`src/rtl/d_mux_pkg.sv`:
```
// Shared types and the default memory map for the data-bus decoder/multiplexer.
package d_mux_pkg;

  typedef enum logic [1:0] {
    IDLE = 2'd0,
    WAIT = 2'd1,
    RESP = 2'd2
  } state_e;

  typedef enum logic [1:0] {
    ERR_NONE     = 2'd0,
    ERR_UNMAPPED = 2'd1,
    ERR_TIMEOUT  = 2'd2,
    ERR_CONFLICT = 2'd3
  } err_e;

  // Existing map: peripheral registers in the lower 8 KiB, RAM in the upper 8 KiB.
  // Slave 0 is the register block, slave 1 is RAM.
  localparam logic [13:0] REG_BASE = 14'h0000;
  localparam logic [13:0] REG_MASK = 14'h2000;
  localparam logic [13:0] RAM_BASE = 14'h2000;
  localparam logic [13:0] RAM_MASK = 14'h2000;

endpackage

```
`src/rtl/d_mux_decode.sv`:
```
// Combinational address decoder: first (lowest-index) matching region wins.
module d_mux_decode
  import d_mux_pkg::*;
#(
  parameter int unsigned                 ADDR_LEN = 14,
  parameter int unsigned                 NUM_SLV  = 2,
  parameter int unsigned                 SEL_W    = 1,
  parameter logic [NUM_SLV*ADDR_LEN-1:0] SLV_BASE = '0,
  parameter logic [NUM_SLV*ADDR_LEN-1:0] SLV_MASK = '0
) (
  input  logic [ADDR_LEN-1:0] addr,
  output logic                hit,
  output logic [SEL_W-1:0]    sel,
  output logic [ADDR_LEN-3:0] offset
);

  localparam int unsigned OFF_W = ADDR_LEN - 2;

  // Scan upward and keep the first hit so overlapping regions resolve to the lowest index.
  always_comb begin
    hit    = 1'b0;
    sel    = '0;
    offset = '0;
    for (int unsigned k = 0; k < NUM_SLV; k++) begin
      if (!hit && ((addr & SLV_MASK[k*ADDR_LEN +: ADDR_LEN]) == SLV_BASE[k*ADDR_LEN +: ADDR_LEN])) begin
        hit    = 1'b1;
        sel    = SEL_W'(k);
        offset = OFF_W'((addr & ~SLV_MASK[k*ADDR_LEN +: ADDR_LEN]) >> 2);
      end
    end
  end

endmodule

```
`src/rtl/d_mux_n.sv`:
```
// N-slave data-bus decoder/multiplexer with one outstanding transaction,
// valid/ready handshake, per-slave wait states and bus-error reporting.
module d_mux_n
  import d_mux_pkg::*;
#(
  parameter int unsigned                 XLEN     = 32,
  parameter int unsigned                 ADDR_LEN = 14,
  parameter int unsigned                 NUM_SLV  = 2,
  parameter logic [NUM_SLV*ADDR_LEN-1:0] SLV_BASE = {RAM_BASE, REG_BASE},
  parameter logic [NUM_SLV*ADDR_LEN-1:0] SLV_MASK = {RAM_MASK, REG_MASK},
  parameter int unsigned                 TIMEOUT  = 15
) (
  input  logic                      clk,
  input  logic                      rstb,
  input  logic [ADDR_LEN-1:0]       addr,
  input  logic                      rd_req,
  input  logic                      wr_req,
  input  logic [XLEN/8-1:0]         be,
  input  logic [XLEN-1:0]           wr_data,
  output logic [XLEN-1:0]           rd_data,
  output logic                      rd_ready,
  output logic                      wr_ready,
  output logic                      bus_err,
  output logic [1:0]                err_code,
  output logic [ADDR_LEN-1:0]       err_addr,
  output logic [NUM_SLV-1:0]        s_en,
  output logic [XLEN/8-1:0]         s_we,
  output logic [ADDR_LEN-3:0]       s_addr,
  output logic [XLEN-1:0]           s_wr_data,
  input  logic [NUM_SLV*XLEN-1:0]   s_rd_data,
  input  logic [NUM_SLV-1:0]        s_ready
);

  localparam int unsigned SEL_W = (NUM_SLV > 1) ? $clog2(NUM_SLV) : 1;
  localparam int unsigned CNT_W = (TIMEOUT > 0) ? $clog2(TIMEOUT + 1) : 1;
  localparam logic [CNT_W-1:0] CNT_LAST = (TIMEOUT == 0) ? '0 : CNT_W'(TIMEOUT - 1);

  state_e                state_q, state_d;
  logic [SEL_W-1:0]      sel_q, sel_d;
  logic                  rd_dir_q, rd_dir_d;
  logic [ADDR_LEN-1:0]   addr_q, addr_d;
  logic [CNT_W-1:0]      cnt_q, cnt_d;
  logic [XLEN/8-1:0]     s_we_q, s_we_d;
  logic [ADDR_LEN-3:0]   s_addr_q, s_addr_d;
  logic [XLEN-1:0]       s_wr_data_q, s_wr_data_d;
  logic [XLEN-1:0]       rd_data_q, rd_data_d;
  logic                  rd_ready_q, rd_ready_d;
  logic                  wr_ready_q, wr_ready_d;
  logic                  bus_err_q, bus_err_d;
  err_e                  err_code_q, err_code_d;
  logic [ADDR_LEN-1:0]   err_addr_q, err_addr_d;

  logic                  dec_hit;
  logic [SEL_W-1:0]      dec_sel;
  logic [ADDR_LEN-3:0]   dec_off;

  d_mux_decode #(
    .ADDR_LEN (ADDR_LEN),
    .NUM_SLV  (NUM_SLV),
    .SEL_W    (SEL_W),
    .SLV_BASE (SLV_BASE),
    .SLV_MASK (SLV_MASK)
  ) u_decode (
    .addr   (addr),
    .hit    (dec_hit),
    .sel    (dec_sel),
    .offset (dec_off)
  );

  // Next-state logic; ready/error outputs are computed on entry to RESP so they
  // are registered and visible for exactly the RESP cycle.
  always_comb begin
    state_d     = state_q;
    sel_d       = sel_q;
    rd_dir_d    = rd_dir_q;
    addr_d      = addr_q;
    cnt_d       = cnt_q;
    s_we_d      = s_we_q;
    s_addr_d    = s_addr_q;
    s_wr_data_d = s_wr_data_q;
    rd_data_d   = rd_data_q;
    rd_ready_d  = 1'b0;
    wr_ready_d  = 1'b0;
    bus_err_d   = 1'b0;
    err_code_d  = err_code_q;
    err_addr_d  = err_addr_q;
    s_en        = '0;
    unique case (state_q)
      IDLE: begin
        if (rd_req && wr_req) begin
          state_d    = RESP;
          rd_ready_d = 1'b1;
          bus_err_d  = 1'b1;
          err_code_d = ERR_CONFLICT;
          err_addr_d = addr;
          rd_data_d  = '0;
        end else if (rd_req || wr_req) begin
          if (!dec_hit) begin
            state_d    = RESP;
            rd_ready_d = rd_req;
            wr_ready_d = wr_req;
            bus_err_d  = 1'b1;
            err_code_d = ERR_UNMAPPED;
            err_addr_d = addr;
            if (rd_req) rd_data_d = '0;
          end else begin
            s_en[dec_sel] = 1'b1;
            state_d       = WAIT;
            sel_d         = dec_sel;
            rd_dir_d      = rd_req;
            addr_d        = addr;
            cnt_d         = '0;
            s_we_d        = wr_req ? be : '0;
            s_addr_d      = dec_off;
            s_wr_data_d   = wr_data;
          end
        end
      end
      WAIT: begin
        if (s_ready[sel_q]) begin
          state_d    = RESP;
          rd_ready_d = rd_dir_q;
          wr_ready_d = !rd_dir_q;
          if (rd_dir_q) rd_data_d = s_rd_data[sel_q*XLEN +: XLEN];
        end else if ((TIMEOUT != 0) && (cnt_q == CNT_LAST)) begin
          state_d    = RESP;
          rd_ready_d = rd_dir_q;
          wr_ready_d = !rd_dir_q;
          bus_err_d  = 1'b1;
          err_code_d = ERR_TIMEOUT;
          err_addr_d = addr_q;
          if (rd_dir_q) rd_data_d = '0;
        end else if (cnt_q != '1) begin
          cnt_d = cnt_q + 1'b1;
        end
      end
      RESP: state_d = IDLE;
      default: state_d = IDLE;
    endcase
  end

  // State and output registers with synchronous active-low reset.
  always_ff @(posedge clk) begin
    if (!rstb) begin
      state_q     <= IDLE;
      sel_q       <= '0;
      rd_dir_q    <= 1'b0;
      addr_q      <= '0;
      cnt_q       <= '0;
      s_we_q      <= '0;
      s_addr_q    <= '0;
      s_wr_data_q <= '0;
      rd_data_q   <= '0;
      rd_ready_q  <= 1'b0;
      wr_ready_q  <= 1'b0;
      bus_err_q   <= 1'b0;
      err_code_q  <= ERR_NONE;
      err_addr_q  <= '0;
    end else begin
      state_q     <= state_d;
      sel_q       <= sel_d;
      rd_dir_q    <= rd_dir_d;
      addr_q      <= addr_d;
      cnt_q       <= cnt_d;
      s_we_q      <= s_we_d;
      s_addr_q    <= s_addr_d;
      s_wr_data_q <= s_wr_data_d;
      rd_data_q   <= rd_data_d;
      rd_ready_q  <= rd_ready_d;
      wr_ready_q  <= wr_ready_d;
      bus_err_q   <= bus_err_d;
      err_code_q  <= err_code_d;
      err_addr_q  <= err_addr_d;
    end
  end

  // Slave-side fields show the new request in the accept cycle, then hold the latch.
  assign s_we      = s_we_d;
  assign s_addr    = s_addr_d;
  assign s_wr_data = s_wr_data_d;
  assign rd_data   = rd_data_q;
  assign rd_ready  = rd_ready_q;
  assign wr_ready  = wr_ready_q;
  assign bus_err   = bus_err_q;
  assign err_code  = err_code_q;
  assign err_addr  = err_addr_q;

endmodule
```
`config.mk`:
```
export PLATFORM = sky130hd
export DESIGN_NAME = d_mux_n
export DESIGN_NICKNAME = d
export VERILOG_FILES = /design/src/rtl/d_mux_pkg.sv /design/src/rtl/d_mux_decode.sv /design/src/rtl/d_mux_n.sv
export SDC_FILE = /design/constraint.sdc
export NUM_CORES = 1
export LEC_CHECK = 0
export ABC_AREA = 1
export CORE_AREA = 5 5 102 142
export CTS_CLUSTER_SIZE = 12
export DETAILED_ROUTE_END_ITERATION = 8
export DIE_AREA = 0 0 107 147
export PLACE_DENSITY = 0.84
export SYNTH_ARGS = -nofsm -noshare
export SYNTH_HDL_FRONTEND = slang
export SYNTH_HIERARCHICAL = 1
export SYNTH_SLANG_ARGS = --single-unit
```
`constraint.sdc`:
```
create_clock -name clk -period 1.9 [get_ports clk]
set_input_delay 0.38 -clock clk [delete_from_list [all_inputs] [get_ports clk]]
set_output_delay 0.38 -clock clk [all_outputs]
set_load 0.05 [all_outputs]
```
After elaboration in Yosys (flattened, before gate mapping):

Index checks and enable logic that the tools add are counted.

* flip-flop bits (word level): 121
* output and inout port bits: 101

* $add $sub $neg: 1
* magnitude comparators: 3
* equality and inequality tests: 16
* shifts and indexed selects: 1
* muxes and demuxes: 77
* bitwise logic cells: 1
* reductions and logical operators: 14

Operators by type and width (count)
* $mux W32: 12
* $mux W14: 5
* $pmux W32 S2: 1
* $shiftx A64 B7 Y32: 1
* $mux W12: 5
* $mux W4: 11
* $pmux W14 S2: 1
* $mux W2: 13
* $mux W1: 21
* $ne A3 B3 Y1 const B: 6
* $logic_not A14 Y1: 1
* $ne A2 B2 Y1 const B: 7
* $reduce_and A7 Y1: 2
* $mux W11: 1
* $pmux W2 S2: 2
* $pmux W4 S2: 1
* $pmux W1 S2: 3
* $reduce_and A5 Y1: 1
* $add A4 B1 Y4 const B: 1
* $eq A4 B4 Y1 const B: 1
* $lt A1 B2 Y1 const B: 2
* $ne A4 B4 Y1 const B: 1
* $reduce_and A4 Y1: 1
* $logic_and A1 B1 Y1: 3
* 9 further kinds: 10

Longest topological paths before layout:

Gate-level depths: netlist (run 1).

* depth in word-level cells: 13
* gate-level depth with buffers: 11
* depth with buffers taken out: 11

Modules after synthesis:

The synthesis (run 1) kept the hierarchy.

Modules (own cells, without submodules)
* d_mux_n: instances 1, cells an instance 808, area each 5456.5 sq um, sequential area each 2422.3 sq um
* d_mux_decode: instances 1, cells an instance 16, area each 112.6 sq um, sequential area each 0.0 sq um

Worst setup path after synthesis (run 1):

OpenSTA, ideal clock, no wires.

* path type: input to output
* start point: input wr_req
* end point: output s_en[1]
* arrival time: 1.846 ns
* required time: 1.520 ns
* setup slack: -0.326 ns
* stages on the path: 7
* buffers on the path: 3
* path through: buf_2 > nor2_1 > nor2_1 > nand2_2 > buf_2 > buf_2 > nor2_1

* longest elaborated chain between the ends: 4
* elaborated cells on any way between the ends: 5
* those cells by class: mux: 3; reduce/logical: 2

RTL lines
* from (decl): RTL line d_mux_n.sv:17 `input logic wr_req,`
* $logic_or A1 B1 Y1: RTL line d_mux_n.sv:97 `end else if (rd_req || wr_req) begin`
* $mux W2: RTL line d_mux_n.sv:97
* $mux W2 (*): RTL line d_mux_n.sv:90 `if (rd_req && wr_req) begin`
* $mux W2 (*): RTL line d_mux_n.sv:88 `unique case (state_q)`
* to (decl): RTL line d_mux_n.sv:26 `output logic [NUM_SLV-1:0] s_en,`

Mark *: on every way between the ends. The rest lies on a longest branch, timed or not.

Worst setup path after layout (run 1):

* start point: register state_q[0]
* end point: output s_wr_data[9]

* longest elaborated chain between the ends: 2

RTL lines
* from (decl): RTL line d_mux_n.sv:38 `state_e state_q, state_d;`
* from (signal assigned): RTL line d_mux_n.sv:160 `state_q <= state_d;`
* $logic_not A2 Y1: RTL line d_mux_n.sv:88
* $mux W32: RTL line d_mux_n.sv:88
* to (decl): RTL line d_mux_n.sv:29 `output logic [XLEN-1:0] s_wr_data,`

Every way passes these cells.

==> run summary, run 1 <==
Status: finished with violations
Violated checks: setup timing
Routed Antenna Nets: 0
Die Y: 147 um
Cell taking the most area after synthesis: dfxtp_1
Post-synthesis compound-gate area fraction: 0.124
Port bufs: 220
Required @ worst endpoint: 1.52 ns
DIE AREA: 0.0157 mm^2
Area share of and/or/nand/nor cells after synthesis: 0.318
Drt drc: 0
Total power: 0.00949 W
Avg Cell Area, Syn: 6.76 um^2
Vias/cell: 5.04
Antenna violations before repair: 0
Critical Path Fanout Max: 7
Core area: 0.0131 mm^2
Net count reported at finish: 1218
Clk Latency, worst-skew pair: 0.42 ns
Post-route insts no fill: 1265
Ratio of cells with drive above 1 in the final layout: 0.297
Flop and latch count out of synthesis: 121
Die X-Extent: 107 um
First-pass GRT wire length: 30800 um
Seq/Total Area, Yosys: 0.435
Clk root buf: clkbuf_16
Vias in the first global route: 6216
Pin count of the biggest net entering global routing: 49
Worst Reg2Reg Path Length in Cells: 8
Synth area leaders: dfxtp_1 43%, nand2_1 14%, nor2_1 8.2%, a21oi_1 6.6%, or2_1 4.9%
Cell Area, Synth: 0.00557 mm^2
Longest Clk Path Bufs: 2
Critical Path AT: 1.81 ns
Max Freq: 457 MHz
Hold path startpoint: rd_req
TritonCTS Sinks: 121
Row cnt: 50
Worst R2R Start: state_q[0]$_SDFFE_PN0P_
Post-synthesis mux area share: 0
Post-Synth XOR/XNOR Area: 0.00315
Tmin final: 2.19 ns
Hold Worst Slack: 0.429 ns
CTS Hold Bufs: 0
Max-slew violation count: 0
Fillers: 901
1st-pass router iterations: 5
CP Class: reg -> out
Worst slew margin: 0.647
# IOs: 221
Starting Density: 0.424
Setup crit end kind: output pin
Post-Route WL: 20400 um
Vias: 6373
Endpoints failing hold: 0
Main combinational cell family by area after synthesis: simple AND/OR/NAND/NOR gates
R2R Path End: rd_data[1]$_SDFFE_PN0P_
Worst path most repeated cell: inv_2
CTS tree: built
H-Tree Depth: 4
PwrDens: 965 mW/mm^2
Critical-path cell with the highest stage delay: dfxtp_2
Final worst-path cycle share: 1.15
Clock Skews: 0.0137 ns
Worst R2R Setup Slack: 0.22 ns
Worst Setup SP: state_q[0]$_SDFFE_PN0P_
Setup crit start kind: register
Placer Congestion: 0.844
Leak Pwr: 4.58 nW
Cts bufs inserted: 17
Cells after Synth: 824
Design Area, Final: 0.00983 mm^2
GRT Total Usage: 0.243
Largest vdd supply drop: 0.739 mV
HP Class: in -> reg
Area Overhead vs Synth: 76.6%
Distinct cells, synth: 28
Slowest stage delay, CP: 0.33 ns
Final WS setup: -0.288 ns
Synth Area in Adders: 0.00449
RSZ-0062 raised after global routing: yes
Worst Setup EP: s_wr_data[9]
DP Wirelength: 12600 um
Ant. Diodes: 0
Clk pin slew, worst setup/hold paths: 0.06 ns
WL/cell: 16.1 um
1st-iter DRT viols: 365
Yosys top cell area share: 0.435
Max cap viols: 0
Count of final setup violators: 50
Measured slew at the worst slew-check pin: 0.529 ns
Gr ovfl total: 0
Mapped Nets: 946
Placed Cells: 1187
Synth warn: 6
Crit-path cells: inv_2 -> nand2_2 -> nor2_4 -> nand2_4 -> inv_8 -> buf_6 -> or2_4 -> o21ai_2 -> inv_2 -> buf_12
Post-DP Area: 0.00855 mm^2
[worst min-delay path by stage]
stage / slack, ns / endpoint / cells after the start
floorplan: 0.42 / addr_q[13]$_SDFFE_PN0P_ / 2
global placement: 0.43 / addr_q[13]$_SDFFE_PN0P_ / 2
detailed placement: 0.44 / addr_q[13]$_SDFFE_PN0P_ / 2
CTS: 0.42 / rd_dir_q$_SDFFE_PN0P_ / 3
global route: 0.43 / rd_dir_q$_SDFFE_PN0P_ / 3
finish: 0.43 / rd_dir_q$_SDFFE_PN0P_ / 3
[sequential cells by signal, indices dropped and copies added, names as in the netlist]
register     count
s_addr_q        12
err_code         2
rd_data         32
sel_q            1
wr_ready         1
rd_dir_q         1
s_wr_data_q     32
cnt_q            4
err_addr        14
s_we_q           4
state_q          2
bus_err          1
rd_ready         1
addr_q          14
[through the flow]
stage	util	worst slack, ns	setup TNS (ns)
2_1_floorplan	-	-0.104	-0.104
3_3_place_gp	0.651	-0.527	-33.06
3_5_place_dp	0.651	-0.591	-38.86
4_1_cts	0.733	-0.256	-11.00
5_1_grt	0.749	-0.361	-15.58
6_report	0.749	-0.288	-11.14
[per-layer routing]
metal / vias to the layer above / wire [um] / part of all wire / global-route usage
met2: 291 / 10600 / 0.52 / 0.439
met1: 2940 / 7400 / 0.36 / 0.257
li1: 3091 / - / - / -
met4: 0 / 675 / 0.033 / 0.0947
met5: - / 0 / 0 / 0
met3: 51 / 1670 / 0.082 / 0.0835
[cells by family (layout without fill, tap and decap cells)]
kind of cell / Yosys count / after routing
and+or+nand+nor: 422 / 422
buffers and inverters: 139 / 424
AOI/OAI and AO/OA: 136 / 136
DFF: 121 / 121
adders and majority gates: 2 / 2
other: 2 / 2
xor gates and xnor gates: 2 / 2
[layout make-up]
cell class,instances,area (um^2),share of cell area
clock inverters,14,115,0.0117
inverters,74,285,0.0290
clock buffers,18,439,0.0447
repair buffers,318,3500,0.356
well taps,156,195,0.0198
flip-flops and latches,121,2420,0.247
multi-input cells,564,2870,0.292
[worst max-delay path, delay by kind of cell (launching register included)]
family	cells	cell delay [ns]
AOI/OAI and AO/OA	1	0.12
DFF	1	0.33
and+or+nand+nor	4	0.47
buffers and inverters	5	0.47
[cell usage in the layout (no fill, tap or decap), types with 3 or more instances in the layout]
master and n:
nand4_1 3, dfxtp_1 119, nor2_4 4, inv_2 48, nand3_1 40, inv_6 5
nand2_1 197, or2_1 28, o21ai_4 13, buf_12 55, or2_4 16, nand2_2 13
inv_1 25, clkbuf_16 18, clkdlybuf4s50_1 117, dlygate4sd2_1 35, buf_4 99, nor2_1 116
buf_6 5, a21oi_1 73, o21ai_2 31, clkinvlp_4 5, o21ai_0 15
[synthesized netlist by cell type (all sizes together)]
cell and number:
a211oi 1, a21oi 73, buf 36, clkbuf 29, conb 2, dfxtp 121, ha 2, inv 74
nand2 211, nand3 40, nand4 3, nor2 122, nor3 1, o211ai 1, o21ai 60, o21bai 1
or2 45, xnor2 1, xor2 1
[power by group]
part	switching, W	internal [W]	total [W]	leakage, nW
registers	0.000103	0.00275	0.00285	0.992
logic	0.00199	0.00164	0.00363	3.33
clock network	0.00128	0.00173	0.00301	0.258
[timing repair]
| item | 4_1_cts | 5_1_grt |
|---|---|---|
| setup endpoints to repair | 85 | 50 |
| resized for setup | 123 | 23 |
| pin swaps | 8 | 3 |
| buffers inserted | 32 | 11 |
| cloned | 2 | 1 |
Power figures use the tool's default switching activity.
==> inputs of run 2 (changes only) <==
--- a/config.mk
+++ b/config.mk
@@ -11,6 +11,7 @@
 export DETAILED_ROUTE_END_ITERATION = 8
 export DIE_AREA = 0 0 107 147
 export PLACE_DENSITY = 0.84
+export SKIP_CTS_REPAIR_TIMING = 1
 export SYNTH_ARGS = -nofsm -noshare
 export SYNTH_HDL_FRONTEND = slang
 export SYNTH_HIERARCHICAL = 1
==> constraint.sdc (replaced) <==
create_clock -name clk -period 1.9 [get_ports clk]
set_input_delay 0.19 -clock clk [delete_from_list [all_inputs] [get_ports clk]]
set_output_delay 0.19 -clock clk [all_outputs]
set_load 0.05 [all_outputs]
==> run 2 against run 1 <==
Compared with the run above: the flow still finishes with violations (setup timing); cell area down 5.0%; largest power group is now the clock network; critical path type unchanged; register-to-register slack worse by 0.02 ns; sequential power about the same.
==> run summary, run 2 (synthesized netlist as in run 1, its figures left out) <==
Clk pin slew, worst setup/hold paths: 0.05 ns (about the same)
Required @ worst endpoint: 1.71 ns (+0.19 ns)
Ratio of cells with drive above 1 in the final layout: 0.210 (-0.0870)
Vias in the first global route: 5482 (-12%)
1st-iter DRT viols: 342 (-6.3%)
Largest vdd supply drop: 0.658 mV (-11%)
DIE AREA: 0.0157 mm^2 (unchanged)
Row cnt: 50 (unchanged)
H-Tree Depth: 4 (unchanged)
GRT Total Usage: 0.203 (-0.0402)
Die X-Extent: 107 um (unchanged)
Clk Latency, worst-skew pair: 0.40 ns (-0.02 ns)
Vias: 6070 (-4.8%)
DP Wirelength: 11800 um (-6.4%)
Post-Route WL: 18300 um (-10%)
Final WS setup: -0.236 ns (+0.0523 ns)
Most frequent cells in the layout: 202 x nand2_1, 168 x clkdlybuf4s50_1, 119 x dfxtp_1, 116 x nor2_1, 73 x a21oi_1
Fillers: 964 (+7.0%)
WP buf/inv: 5 (unchanged)
Critical Path AT: 1.95 ns (+0.14 ns)
First-pass GRT wire length: 26100 um (-15%)
Clock Skews: 0.00870 ns (-0.00505 ns)
Commonest non-fill, non-tap cell in the layout: nand2_1
Longest Clk Path Bufs: 2 (unchanged)
Total power: 0.00933 W (-1.6%)
Slowest stage delay, CP: 0.36 ns (+0.03 ns)
CP Class: reg -> out
Final worst-path cycle share: 1.12 (-0.0275)
Routed Antenna Nets: 0 (unchanged)
Net count reported at finish: 1183 (-2.9%)
Worst slew margin: 0.544 (-0.102)
Hold Worst Slack: 0.253 ns (-0.176 ns)
1st-pass router iterations: 5 (unchanged)
Register Area: 0.00243 mm^2 (+0.10%)
Critical path's top delay family: buffers and inverters
Die Y: 147 um (unchanged)
Area Overhead vs Synth: 67.8%
Critical-path cell with the highest stage delay: dfxtp_4
Violated checks: setup timing
Endpoints failing hold: 0 (unchanged)
PwrDens: 999 mW/mm^2 (+3.5%)
RSZ-0062 raised after global routing: yes
Starting Density: 0.424 (unchanged)
Max cap viols: 0 (unchanged)
CTS tree: built
Post-DP Area: 0.00801 mm^2 (-6.4%)
Area occupied by multi-input gates: 0.00280 mm^2 (-2.4%)
Max-slew violation count: 0 (unchanged)
Leak Pwr: 4.25 nW (-7.4%)
Setup crit start kind: register
Status: finished with violations
Crit-path cells: inv_4 -> nand2_4 -> nor2_4 -> nand2_4 -> buf_6 -> clkbuf_16 -> o21ai_1 -> inv_1 -> buf_4
Cts bufs inserted: 17 (unchanged)
Critical Path Fanout Max: 13 (+6)
Gr ovfl total: 0 (unchanged)
# IOs: 221 (unchanged)
Pin count of the biggest net entering global routing: 55 (+12%)
Placer Congestion: 0.848 (+0.46%)
Port bufs: 220 (unchanged)
Count of final setup violators: 48 (-4.0%)
WL/cell: 14.9 um (-7.5%)
HP Class: in -> reg
TritonCTS Sinks: 121 (unchanged)
Worst R2R Setup Slack: 0.20 ns (-0.02 ns)
Core area: 0.0131 mm^2 (unchanged)
Design Area, Final: 0.00935 mm^2 (-5.0%)
Clk root buf: clkbuf_16
Drt drc: 0 (unchanged)
Max Freq: 468 MHz (+2.4%)
Measured slew at the worst slew-check pin: 0.682 ns (+0.154 ns)
Antenna violations before repair: 1 (+1)
Worst path most repeated cell: nand2_4
Tmin final: 2.14 ns (-0.0523 ns)
Vias/cell: 4.93 (-2.0%)
Setup crit end kind: output pin
==> run 2: changes by cell type in the layout (fill, tap and decap cells not counted), sizes merged, moves of 7 or more <==
cell           before  now
buf               163  108
clkdlybuf4s50     117  168
inv                80   73
clkbuf             20   29
dlygate4sd2        35    0
==> run 2: cell type report <==
class / instances / share of cell area
Antenna cell: 1 / 0.000268
Clock buffer: 24 / 0.0537
Clock inverter: 7 / 0.0147
Inverter: 74 / 0.0313
Multi-Input combinational cell: 564 / 0.300
Sequential cell: 121 / 0.260
Tap cell: 156 / 0.0209
Timing Repair Buffer: 283 / 0.319
==> run 2: worst min-delay path, cell delays in order <==
cell	delay (ns)
dlymetal6s2s_1	0.15
buf_4	0.15
nand2_1	0.06
a21oi_1	0.05
==> run 2: metal layers <==
layer	vias up	routed length, um	global-route usage
li1	3021	-	-
met1	2783	6950	0.234
met2	219	9610	0.350
met3	47	1140	0.0549
met4	0	614	0.0896
met5	-	0	0
==> run 2: per-stage QoR <==
step | worst slack, ns | std cells | TNS [ns] | util
final | -0.236 | 1230 | -5.78 | 0.711
after global routing | -0.308 | 1230 | -9.85 | 0.711
after CTS | -0.344 | 1210 | -14.38 | 0.658
after detailed placement | -0.228 | 1179 | -9.33 | 0.609
after global placement | -0.198 | 1179 | -7.22 | 0.609
after floorplan | 0.0791 | 824 | 0 | -
==> run 2: path summary, 6_finish.rpt <==
kind,to,startpoint,cells after the start
hold / removal,rd_dir_q$_SDFFE_PN0P_,rd_req,4
setup reg to reg,rd_data[18]$_SDFFE_PN0P_,cnt_q[0]$_SDFFE_PN0P_,11
hold reg to reg,addr_q[13]$_SDFFE_PN0P_,addr_q[13]$_SDFFE_PN0P_,2
setup / recovery,s_addr[3],state_q[1]$_SDFFE_PN0P_,9
==> run 2: where the power goes <==
group	switching [W]	total, W	leakage, nW	internal [W]
clock	0.00108	0.00344	0.312	0.00236
sequential	0.0000930	0.00285	0.992	0.00275
combinational	0.00181	0.00305	2.94	0.00124
==> inputs of run 3 (changes only) <==
--- a/config.mk
+++ b/config.mk
@@ -6,11 +6,13 @@
 export NUM_CORES = 1
 export LEC_CHECK = 0
 export ABC_AREA = 1
-export CORE_AREA = 5 5 102 142
+export CELL_PAD_IN_SITES_DETAIL_PLACEMENT = 0
+export CELL_PAD_IN_SITES_GLOBAL_PLACEMENT = 1
+export CORE_AREA = 5 5 122 170
 export CTS_CLUSTER_SIZE = 12
 export DETAILED_ROUTE_END_ITERATION = 8
-export DIE_AREA = 0 0 107 147
-export PLACE_DENSITY = 0.84
+export DIE_AREA = 0 0 127 175
+export PLACE_DENSITY = 0.85
 export SKIP_CTS_REPAIR_TIMING = 1
 export SYNTH_ARGS = -nofsm -noshare
 export SYNTH_HDL_FRONTEND = slang
==> constraint.sdc (replaced) <==
create_clock -name clk -period 2.2 [get_ports clk]
set_input_delay 0.22 -clock clk [delete_from_list [all_inputs] [get_ports clk]]
set_output_delay 0.22 -clock clk [all_outputs]
set_load 0.05 [all_outputs]
==> run 3 against run 2 <==
Compared with the run above: the run now ends clean; cell count rose by 4.9%; clock skew up 0.0082 ns; worst hold slack got worse by 0.12 ns; wire length down 0.21%; sequential power down 14%; largest cell class is now multi-input combinational cells; core utilization down 25 points; die area grew 41%; critical endpoint is now s_wr_data[11]; critical path type unchanged.
==> run summary, run 3 (synthesized netlist as in run 1, its figures left out) <==
Commonest non-fill, non-tap cell in the layout: nand2_1
Setup total negative slack: 0 ns (+5.78 ns)
Worst R2R Setup Slack: 0.46 ns (+0.26 ns)
Core area: 0.0191 mm^2 (+45%)
Max cap viols: 0 (unchanged)
Pin count of the biggest net entering global routing: 50 (-9.1%)
Vias: 5690 (-6.3%)
Routed Antenna Nets: 0 (unchanged)
GRT Total Usage: 0.156 (-0.0469)
Crit-path cells: inv_4 -> nand2_2 -> nor2_4 -> nand2_4 -> inv_8 -> clkbuf_16 -> or2_1 -> o21ai_1 -> inv_2 -> buf_4
Starting Density: 0.292 (-0.132)
Most frequent cells in the layout: 206 x nand2_1, 168 x clkdlybuf4s50_1, 119 x nor2_1, 119 x dfxtp_1, 73 x a21oi_1
DIE AREA: 0.0222 mm^2 (+41%)
TritonCTS Sinks: 121 (unchanged)
Port bufs: 220 (unchanged)
Vias in the first global route: 5535 (+0.97%)
Post-Route WL: 18300 um (-0.21%)
Antenna violations before repair: 3 (+2)
Hold Worst Slack: 0.136 ns (-0.117 ns)
1st-pass router iterations: 5 (unchanged)
CP Class: reg -> out
Count of final setup violators: 0 (-100%)
Leak Pwr: 3.97 nW (-6.4%)
Most used routing layer: met2
First-pass GRT wire length: 28100 um (+7.8%)
Critical Path Fanout Max: 12 (-1)
1st-iter DRT viols: 219 (-36%)
Endpoints failing hold: 0 (unchanged)
Measured slew at the worst slew-check pin: 0.819 ns (+0.137 ns)
Slowest stage delay, CP: 0.38 ns (+0.02 ns)
Post-route insts no fill: 1290 (+4.9%)
Setup crit start kind: register
Clk root buf: clkbuf_16
Critical Path AT: 1.89 ns (-0.06 ns)
Total power: 0.00760 W (-19%)
DP Worst Slack: 0.0177 ns (+0.246 ns)
Gr ovfl total: 0 (unchanged)
M3 GR Usage: 0.0443 (-0.0106)
Required @ worst endpoint: 1.98 ns (+0.27 ns)
H-Tree Depth: 4 (unchanged)
Vias/cell: 4.41 (-11%)
Cts bufs inserted: 17 (unchanged)
Ratio of cells with drive above 1 in the final layout: 0.147 (-0.0624)
Clk pin slew, worst setup/hold paths: 0.06 ns (about the same)
Clk Latency, worst-skew pair: 0.42 ns (+0.02 ns)
Die Y: 175 um (+19%)
HP Class: in -> reg
Placed Cells: 1250 (+6.0%)
# IOs: 221 (unchanged)
Area Overhead vs Synth: 57.8%
Met2 GRT Util: 0.272 (-0.0776)
Critical-path cell with the highest stage delay: dfxtp_4
Final WS setup: 0.0901 ns (+0.326 ns)
Clock Skews: 0.0169 ns (+0.00821 ns)
Setup crit end kind: output pin
Max-slew violation count: 0 (unchanged)
Tmin final: 2.11 ns
Max Freq: 474 MHz
Worst slew margin: 0.453 (-0.0913)
WL/cell: 14.2 um (-4.8%)
Placer Congestion: 0.767 (-9.6%)
Status: complete, no violations
Longest Clk Path Bufs: 2 (unchanged)
Row cnt: 60 (+20%)
Net count reported at finish: 1149 (-2.9%)
M1 GR Usage: 0.179 (-0.0554)
Final worst-path cycle share: 0.959
Die X-Extent: 127 um (+19%)
Largest vdd supply drop: 0.445 mV (-32%)
CTS tree: built
PwrDens: 865 mW/mm^2 (-13%)
Drt drc: 0 (unchanged)
DP Wirelength: 12600 um (+6.7%)
-- run 3: through the flow --
stage	cell area [um^2]	utilization
final	8790	0.461
after global routing	8790	0.461
after CTS	8550	0.448
after global placement	7950	0.417
after floorplan	5570	-
after detailed placement	7950	0.417
-- run 3: area by class of cell --
| type | instances | area, um^2 |
|---|---|---|
| fill | 1993 | 10300 |
| clock buffer | 19 | 453 |
| antenna | 3 | 7.51 |
| timing repair buffer | 249 | 2560 |
| clock inverter | 12 | 150 |
| multi-input combinational | 564 | 2590 |
| tap | 248 | 310 |
| sequential | 121 | 2430 |
| inverter | 74 | 288 |
-- run 3: critical path: cells and delay by family, from the launching register on --
family / cells / cell delay (ns)
buffers and inverters: 5 / 0.51
flip-flops: 1 / 0.38
AO/OA/AOI/OAI: 1 / 0.13
AND/OR/NAND/NOR: 4 / 0.44
-- run 3: final timing paths --
check | start | to | cells after the start
setup / recovery | state_q[1]$_SDFFE_PN0P_ | s_wr_data[11] | 10
setup reg to reg | cnt_q[0]$_SDFFE_PN0P_ | rd_data[20]$_SDFFE_PN0P_ | 12
hold / removal | rd_req | rd_dir_q$_SDFFE_PN0P_ | 3
hold reg to reg | addr_q[13]$_SDFFE_PN0P_ | addr_q[13]$_SDFFE_PN0P_ | 2
-- run 3: routing by layer --
layer	routed length (um)	up-vias
li1	-	2956
met2	9430	167
met5	0	-
met4	353	0
met3	916	21
met1	7580	2546
-- run 3: power by group --
part	internal [W]	switching, W
Clock	0.00182	0.000996
Sequential	0.00238	0.0000753
Combinational	0.000875	0.00145
Total	0.00507	0.00253
